## src/rtl/uart_receiver_if.sv

```systemverilog
// uart_receiver_if: APB read-side bus shared between the UART receiver and its host.
interface uart_receiver_if;
  logic       PSEL2;
  logic       PENABLE;
  logic       PWRITE;
  logic [7:0] PADDR;
  logic [7:0] PRDATA;
  logic       PREADY;
  modport master(output PSEL2, PENABLE, PWRITE, PADDR, input PRDATA, PREADY);
  modport slave(input PSEL2, PENABLE, PWRITE, PADDR, output PRDATA, PREADY);
endinterface

```

## src/rtl/uart_receiver.sv

```systemverilog
// uart_receiver: 8N1 UART receiver with APB data/status registers.
// Define UART_RX_PARITY_EN to add an even-parity bit and the o_Parity_Err flag.
module uart_receiver #(
  parameter int CLKS_PER_BIT = 87
) (
  input  logic PCLK,
  input  logic PRESETn,
  uart_receiver_if.slave apb,
  input  logic i_Rx_Serial,
  output logic o_Rx_Done,
  output logic o_Rx_Valid,
  output logic o_Frame_Err,
  output logic o_Overrun
`ifdef UART_RX_PARITY_EN
  ,
  output logic o_Parity_Err
`endif
);
  typedef enum logic [2:0] {
    IDLE, START_BIT, DATA_BITS,
`ifdef UART_RX_PARITY_EN
    PARITY_BIT,
`endif
    STOP_BIT
  } state_t;
  localparam logic [15:0] LAST = 16'(CLKS_PER_BIT - 1);
  localparam logic [15:0] HALF = 16'((CLKS_PER_BIT - 1) / 2);
  state_t state_q, state_d;
  logic [1:0] sync_q;
  logic [15:0] cnt_q, cnt_d;
  logic [2:0] idx_q, idx_d;
  logic [7:0] shift_q, shift_d, rx_data_q, rx_data_d;
  logic valid_q, valid_d, ferr_q, ferr_d, ovr_q, ovr_d, done_q, done_d;
  logic rx_s, rd, data_rd, stat_rd, bit_end, stop_ev, par_ok, good, store, perr_bit;
  logic unused_addr;
`ifdef UART_RX_PARITY_EN
  logic par_q, par_d, perr_q, perr_d;
  assign par_ok = par_q == ^shift_q;
  assign perr_bit = perr_q;
  assign o_Parity_Err = perr_q;
`else
  assign par_ok = 1'b1;
  assign perr_bit = 1'b0;
`endif
  assign unused_addr = ^apb.PADDR[6:1];
  assign rx_s = sync_q[1];
  assign rd = apb.PSEL2 & apb.PENABLE & ~apb.PWRITE & apb.PADDR[7] & PRESETn;
  assign data_rd = rd & ~apb.PADDR[0];
  assign stat_rd = rd & apb.PADDR[0];
  assign bit_end = cnt_q == LAST;
  assign stop_ev = (state_q == STOP_BIT) & bit_end;
  assign good = stop_ev & rx_s & par_ok;
  // A data read landing on the store cycle frees the slot, so the new byte is kept.
  assign store = good & (~valid_q | data_rd);
  assign apb.PREADY = rd;
  assign apb.PRDATA = ~rd ? 8'h00 : apb.PADDR[0] ? {4'b0, perr_bit, ovr_q, ferr_q, valid_q} : rx_data_q;
  assign o_Rx_Done = done_q;
  assign o_Rx_Valid = valid_q;
  assign o_Frame_Err = ferr_q;
  assign o_Overrun = ovr_q;
  always_comb begin
    state_d = state_q;
    cnt_d = cnt_q + 16'd1;
    idx_d = idx_q;
    shift_d = shift_q;
`ifdef UART_RX_PARITY_EN
    par_d = par_q;
    perr_d = (stop_ev & ~par_ok) | (perr_q & ~stat_rd);
`endif
    case (state_q)
      IDLE: begin
        cnt_d = '0;
        idx_d = '0;
        if (!rx_s) state_d = START_BIT;
      end
      START_BIT: if (cnt_q == HALF) begin
        cnt_d = '0;
        state_d = rx_s ? IDLE : DATA_BITS;
      end
      DATA_BITS: if (bit_end) begin
        cnt_d = '0;
        shift_d[idx_q] = rx_s;
        idx_d = idx_q + 3'd1;
`ifdef UART_RX_PARITY_EN
        if (idx_q == 3'd7) state_d = PARITY_BIT;
`else
        if (idx_q == 3'd7) state_d = STOP_BIT;
`endif
      end
`ifdef UART_RX_PARITY_EN
      PARITY_BIT: if (bit_end) begin
        cnt_d = '0;
        par_d = rx_s;
        state_d = STOP_BIT;
      end
`endif
      STOP_BIT: if (bit_end) begin
        cnt_d = '0;
        state_d = IDLE;
      end
      default: state_d = IDLE;
    endcase
    rx_data_d = store ? shift_q : rx_data_q;
    valid_d = store | (valid_q & ~data_rd);
    ferr_d = (stop_ev & ~rx_s) | (ferr_q & ~stat_rd);
    ovr_d = (good & valid_q & ~data_rd) | (ovr_q & ~stat_rd);
    done_d = store;
  end
  always_ff @(posedge PCLK or negedge PRESETn) begin
    if (!PRESETn) begin
      state_q <= IDLE;
      sync_q <= 2'b11;
      cnt_q <= '0;
      idx_q <= '0;
      shift_q <= '0;
      rx_data_q <= '0;
      valid_q <= 1'b0;
      ferr_q <= 1'b0;
      ovr_q <= 1'b0;
      done_q <= 1'b0;
`ifdef UART_RX_PARITY_EN
      par_q <= 1'b0;
      perr_q <= 1'b0;
`endif
    end else begin
      state_q <= state_d;
      sync_q <= {sync_q[0], i_Rx_Serial};
      cnt_q <= cnt_d;
      idx_q <= idx_d;
      shift_q <= shift_d;
      rx_data_q <= rx_data_d;
      valid_q <= valid_d;
      ferr_q <= ferr_d;
      ovr_q <= ovr_d;
      done_q <= done_d;
`ifdef UART_RX_PARITY_EN
      par_q <= par_d;
      perr_q <= perr_d;
`endif
    end
  end
endmodule

```

## src/flat_wrapper.sv

```systemverilog
// flat-port wrapper written by rule: the top's interface ports become plain ports
module uart_receiver_flat 
#(
  parameter int CLKS_PER_BIT = 87
)
  (PCLK, PRESETn, i_Rx_Serial, o_Rx_Done, o_Rx_Valid, o_Frame_Err, o_Overrun, apb_PSEL2, apb_PENABLE, apb_PWRITE, apb_PADDR, apb_PRDATA, apb_PREADY);
  uart_receiver_if apb_i ();
  input  logic PCLK;
  input  logic PRESETn;
  input  logic i_Rx_Serial;
  output logic o_Rx_Done;
  output logic o_Rx_Valid;
  output logic o_Frame_Err;
  output logic o_Overrun;
  input wire logic [$bits(apb_i.PSEL2)-1:0] apb_PSEL2;
  input wire logic [$bits(apb_i.PENABLE)-1:0] apb_PENABLE;
  input wire logic [$bits(apb_i.PWRITE)-1:0] apb_PWRITE;
  input wire logic [$bits(apb_i.PADDR)-1:0] apb_PADDR;
  output wire logic [$bits(apb_i.PRDATA)-1:0] apb_PRDATA;
  output wire logic [$bits(apb_i.PREADY)-1:0] apb_PREADY;
  assign apb_i.PSEL2 = apb_PSEL2;
  assign apb_i.PENABLE = apb_PENABLE;
  assign apb_i.PWRITE = apb_PWRITE;
  assign apb_i.PADDR = apb_PADDR;
  assign apb_PRDATA = apb_i.PRDATA;
  assign apb_PREADY = apb_i.PREADY;
  uart_receiver #(.CLKS_PER_BIT(CLKS_PER_BIT)) u_core (.PCLK(PCLK), .PRESETn(PRESETn), .apb(apb_i), .i_Rx_Serial(i_Rx_Serial), .o_Rx_Done(o_Rx_Done), .o_Rx_Valid(o_Rx_Valid), .o_Frame_Err(o_Frame_Err), .o_Overrun(o_Overrun));
endmodule
```

## config.mk

```make
export PLATFORM = sky130hd
export DESIGN_NAME = uart_receiver_flat
export DESIGN_NICKNAME = d
export VERILOG_FILES = /design/src/rtl/uart_receiver_if.sv /design/src/rtl/uart_receiver.sv /design/src/flat_wrapper.sv
export SDC_FILE = /design/constraint.sdc
export NUM_CORES = 1
export LEC_CHECK = 0
export ABC_AREA = 1
export CAP_MARGIN = 20
export CORE_MARGIN = 4
export CORE_UTILIZATION = 50
export CTS_CLUSTER_DIAMETER = 40
export DETAILED_ROUTE_END_ITERATION = 10
export PLACE_DENSITY = 0.73
export SYNTH_ARGS = -nofsm -noshare
export SYNTH_HDL_FRONTEND = slang
export SYNTH_SLANG_ARGS = --single-unit
```

## constraint.sdc

```tcl
create_clock -name PCLK -period 1.7 [get_ports PCLK]
set_input_delay 0.255 -clock PCLK [delete_from_list [all_inputs] [get_ports PCLK]]
set_output_delay 0.255 -clock PCLK [all_outputs]
set_load 0.01 [all_outputs]
```

==> impl_metrics.json <==
{
  "synth_flop_cell": "dfrtp_1",
  "vdd_drop_max_uv": 705,
  "run_status": "finished, final reports clean",
  "io_pins": 27,
  "start_util_pct": 53.1,
  "via_per_inst": 4.94,
  "synthArstFlopShare_pct": 100,
  "rows": 23,
  "place_inst": 363,
  "die_y_um": 74.1,
  "fp.dieArea_sq_um": 5490,
  "drc": 0,
  "yosysUniqueCellTypes": 24,
  "maxCapViolCount": 0,
  "yosysSeqAreaShare_pct": 49.3,
  "fillers": 368,
  "dp_hpwl_um": 3170,
  "wl_met1_um": 2160,
  "area_growth_pct": 19.1,
  "h-tree-depth": 2,
  "nets": 339,
  "synth_nets": 303,
  "drive_above_1_share_pct": 16.8,
  "slew_headroom_pct": 64.0,
  "p_per_area_nw_per_um2": 858,
  "hold_class": "input port to async pin",
  "layoutNonFillerInstCount": 372,
  "cts_root_buf": "clkbuf_8",
  "yosys-top-cells-area": "dfrtp_1, nand2_1, nor2_1",
  "crit_required_ns": 1.44,
  "via_count": 1838,
  "dr.pass1.iters": 4,
  "antenna_left": 0,
  "overflow": 0,
  "cp.arrival_ns": 1.36,
  "critPathCaptureType": "output port",
  "leakage_uw": 0.00127,
  "worst-path-buf-inv": 3,
  "dp_slack_ns": -0.459,
  "synth_seq_cells": 43,
  "avgSynthCellArea_sq_um": 7.67,
  "die_w_um": 74.1,
  "grt_first_pass_wirelength_um": 7690,
  "final_area_sq_um": 2600,
  "grt_max_degree": 44,
  "ys.warnings.count": 0,
  "r2r-start": "u_core.cnt_q[0]$_DFF_PN0_",
  "hold_viol_final": 0,
  "io_buffers": 20,
  "place_congestion": 0.814,
  "fp.coreArea_sq_um": 4120,
  "setup_ws_ns": 0.0855,
  "clk_path_buf_depth": 2,
  "worst_pin_slew_ns": 0.540,
  "start_kind": "input port",
  "synth_top_area_share_pct": 46.9,
  "final_util_pct": 63.2,
  "period_needed_ns": 1.61,
  "cts.sink_count": 43,
  "synth_cells": 285,
  "postCtsHoldBufs": 0,
  "critical_path_class": "input port to output port",
  "drtIter0Drc": 150,
  "path_cells": "clkdlybuf4s50_1, nor2_2, nand2_4, nor2_4, inv_2, o21ai_2, buf_2",
  "dpl-instance-area_sq_um": 2500,
  "maxSlewViolCount": 0,
  "wl_per_cell_um": 11.7,
  "max_stage_delay_ns": 0.42,
  "slowest_stage": "clkdlybuf4s50_1",
  "crit_start": "apb_PWRITE",
  "numCtsBuffers": 5,
  "finalCritPeriodShare_pct": 95.0,
  "wl_met3_um": 239,
  "synth_top_cell_by_area": "dfrtp_1",
  "synth-edff-count": 0,
  "path_clk_slew_ns": 0.08,
  "setup_violations": 0,
  "timing.fmax_mhz": 619,
  "skew_ns": 0.00488,
  "grt_usage_pct": 18.1,
  "clkLatencyLatePin_ns": 0.29,
  "cts_tree": "yes",
  "path_delay_family": "buffers and inverters",
  "drt_wl_total_um": 4350,
  "syn-cell-area_sq_um": 2190,
  "highest_layer": "met4",
  "diodes": 0,
  "grt_pass1_vias": 1735,
  "antenna_found_initial": 0,
  "critPathMaxFanout": 4,
  "wl_met2_um": 1890
}
==> flip-flops by register name, summed over array words and instances, names as in the netlist <==
| signal | cells |
|---|---|
| u_core.sync_q | 2 |
| u_core.o_Rx_Done | 1 |
| u_core.cnt_q | 16 |
| u_core.o_Overrun | 1 |
| u_core.rx_data_q | 8 |
| u_core.o_Frame_Err | 1 |
| u_core.idx_q | 3 |
| u_core.o_Rx_Valid | 1 |
| u_core.shift_q | 8 |
| u_core.state_q | 2 |
==> power breakdown <==
part           leakage, uW  internal (uW)  total (uW)  switching (uW)
combinational     0.000639            146         467             321
clock            0.0000477            281         624             343
sequential        0.000584           1080        1140            61.3
==> kinds of logic after synthesis <==
kind of cell	count (synthesis)	synth area share, %
AND/OR/NAND/NOR	177	34.0
flip-flops	43	49.3
buffers and inverters	32	6.24
AO/OA/AOI/OAI	22	5.32
XOR/XNOR	7	2.80
adder cells (fa/ha/maj)	4	2.29
==> cells in the mapped netlist (2+ instances only) <==
master	instances
nand2_1	92
nor2_1	47
xor2_1	6
ha_1	4
inv_2	2
dfstp_2	2
dfrtp_1	41
a21oi_1	5
nand4_1	12
o21ai_1	7
o21ai_0	8
nand3_1	12
buf_6	2
nor2_2	6
nand2_2	3
nor3_1	4
inv_1	25
==> layout make-up <==
| cell class | instances | area (sq um) | share of cell area, % |
|---|---|---|---|
| multi-input combinational | 210 | 1010 | 38.9 |
| inverter | 28 | 108 | 4.13 |
| tap | 50 | 62.6 | 2.40 |
| timing repair buffer | 33 | 256 | 9.86 |
| clock buffer | 5 | 68.8 | 2.64 |
| sequential | 43 | 1080 | 41.4 |
| clock inverter | 3 | 15.0 | 0.577 |
==> placed cells by master, fill, tap and decap left out, drive strengths merged, types with 2 or more instances in the layout <==
| cell type | count |
|---|---|
| clkinv | 3 |
| nor2 | 53 |
| a21oi | 5 |
| buf | 19 |
| dfstp | 2 |
| nand2 | 95 |
| nand4 | 12 |
| nor3 | 4 |
| xor2 | 6 |
| dlymetal6s2s | 2 |
| o21ai | 16 |
| ha | 4 |
| nand3 | 13 |
| inv | 28 |
| clkdlybuf4s50 | 8 |
| dfrtp | 41 |
| clkbuf | 8 |
==> per-stage QoR <==
stage          setup TNS, ns  hold WS (ns)  power (uW)
4_1_cts                    0         0.114        2240
6_report                   0        0.0954        2230
2_1_floorplan              0       -0.0406        1450
3_3_place_gp           -2.76         0.345        1600
3_5_place_dp           -3.10         0.351        1610
5_1_grt              -0.0368         0.144        2390
==> timing repair <==
item,in CTS,in global routing
endpoints found under the hold margin,0,0
endpoints found under the setup margin,9,23
pin swaps,0,5
resized for setup,26,22
setup buffers,0,1
==> per-layer routing <==
metal | vias to the layer above | GRT usage (%)
li1 | 973 | -
met1 | 832 | 25.5
met2 | 28 | 27.6
met3 | 5 | 4.46
met4 | 0 | 6.04
met5 | - | 0
==> final timing paths <==
check,end,slack [ns],cells after the start
min,u_core.cnt_q[14]$_DFF_PN0_,0.1,2
max,apb_PRDATA[1],0.09,7
max in group asynchronous,u_core.sync_q[0]$_DFF_PN1_,1.23,2
max reg2reg,u_core.cnt_q[7]$_DFF_PN0_,0.12,9
min in group PCLK,u_core.sync_q[1]$_DFF_PN1_,0.36,0
min reg2reg,u_core.sync_q[1]$_DFF_PN1_,0.36,0
No activity file was read; power rests on OpenSTA's default activity.
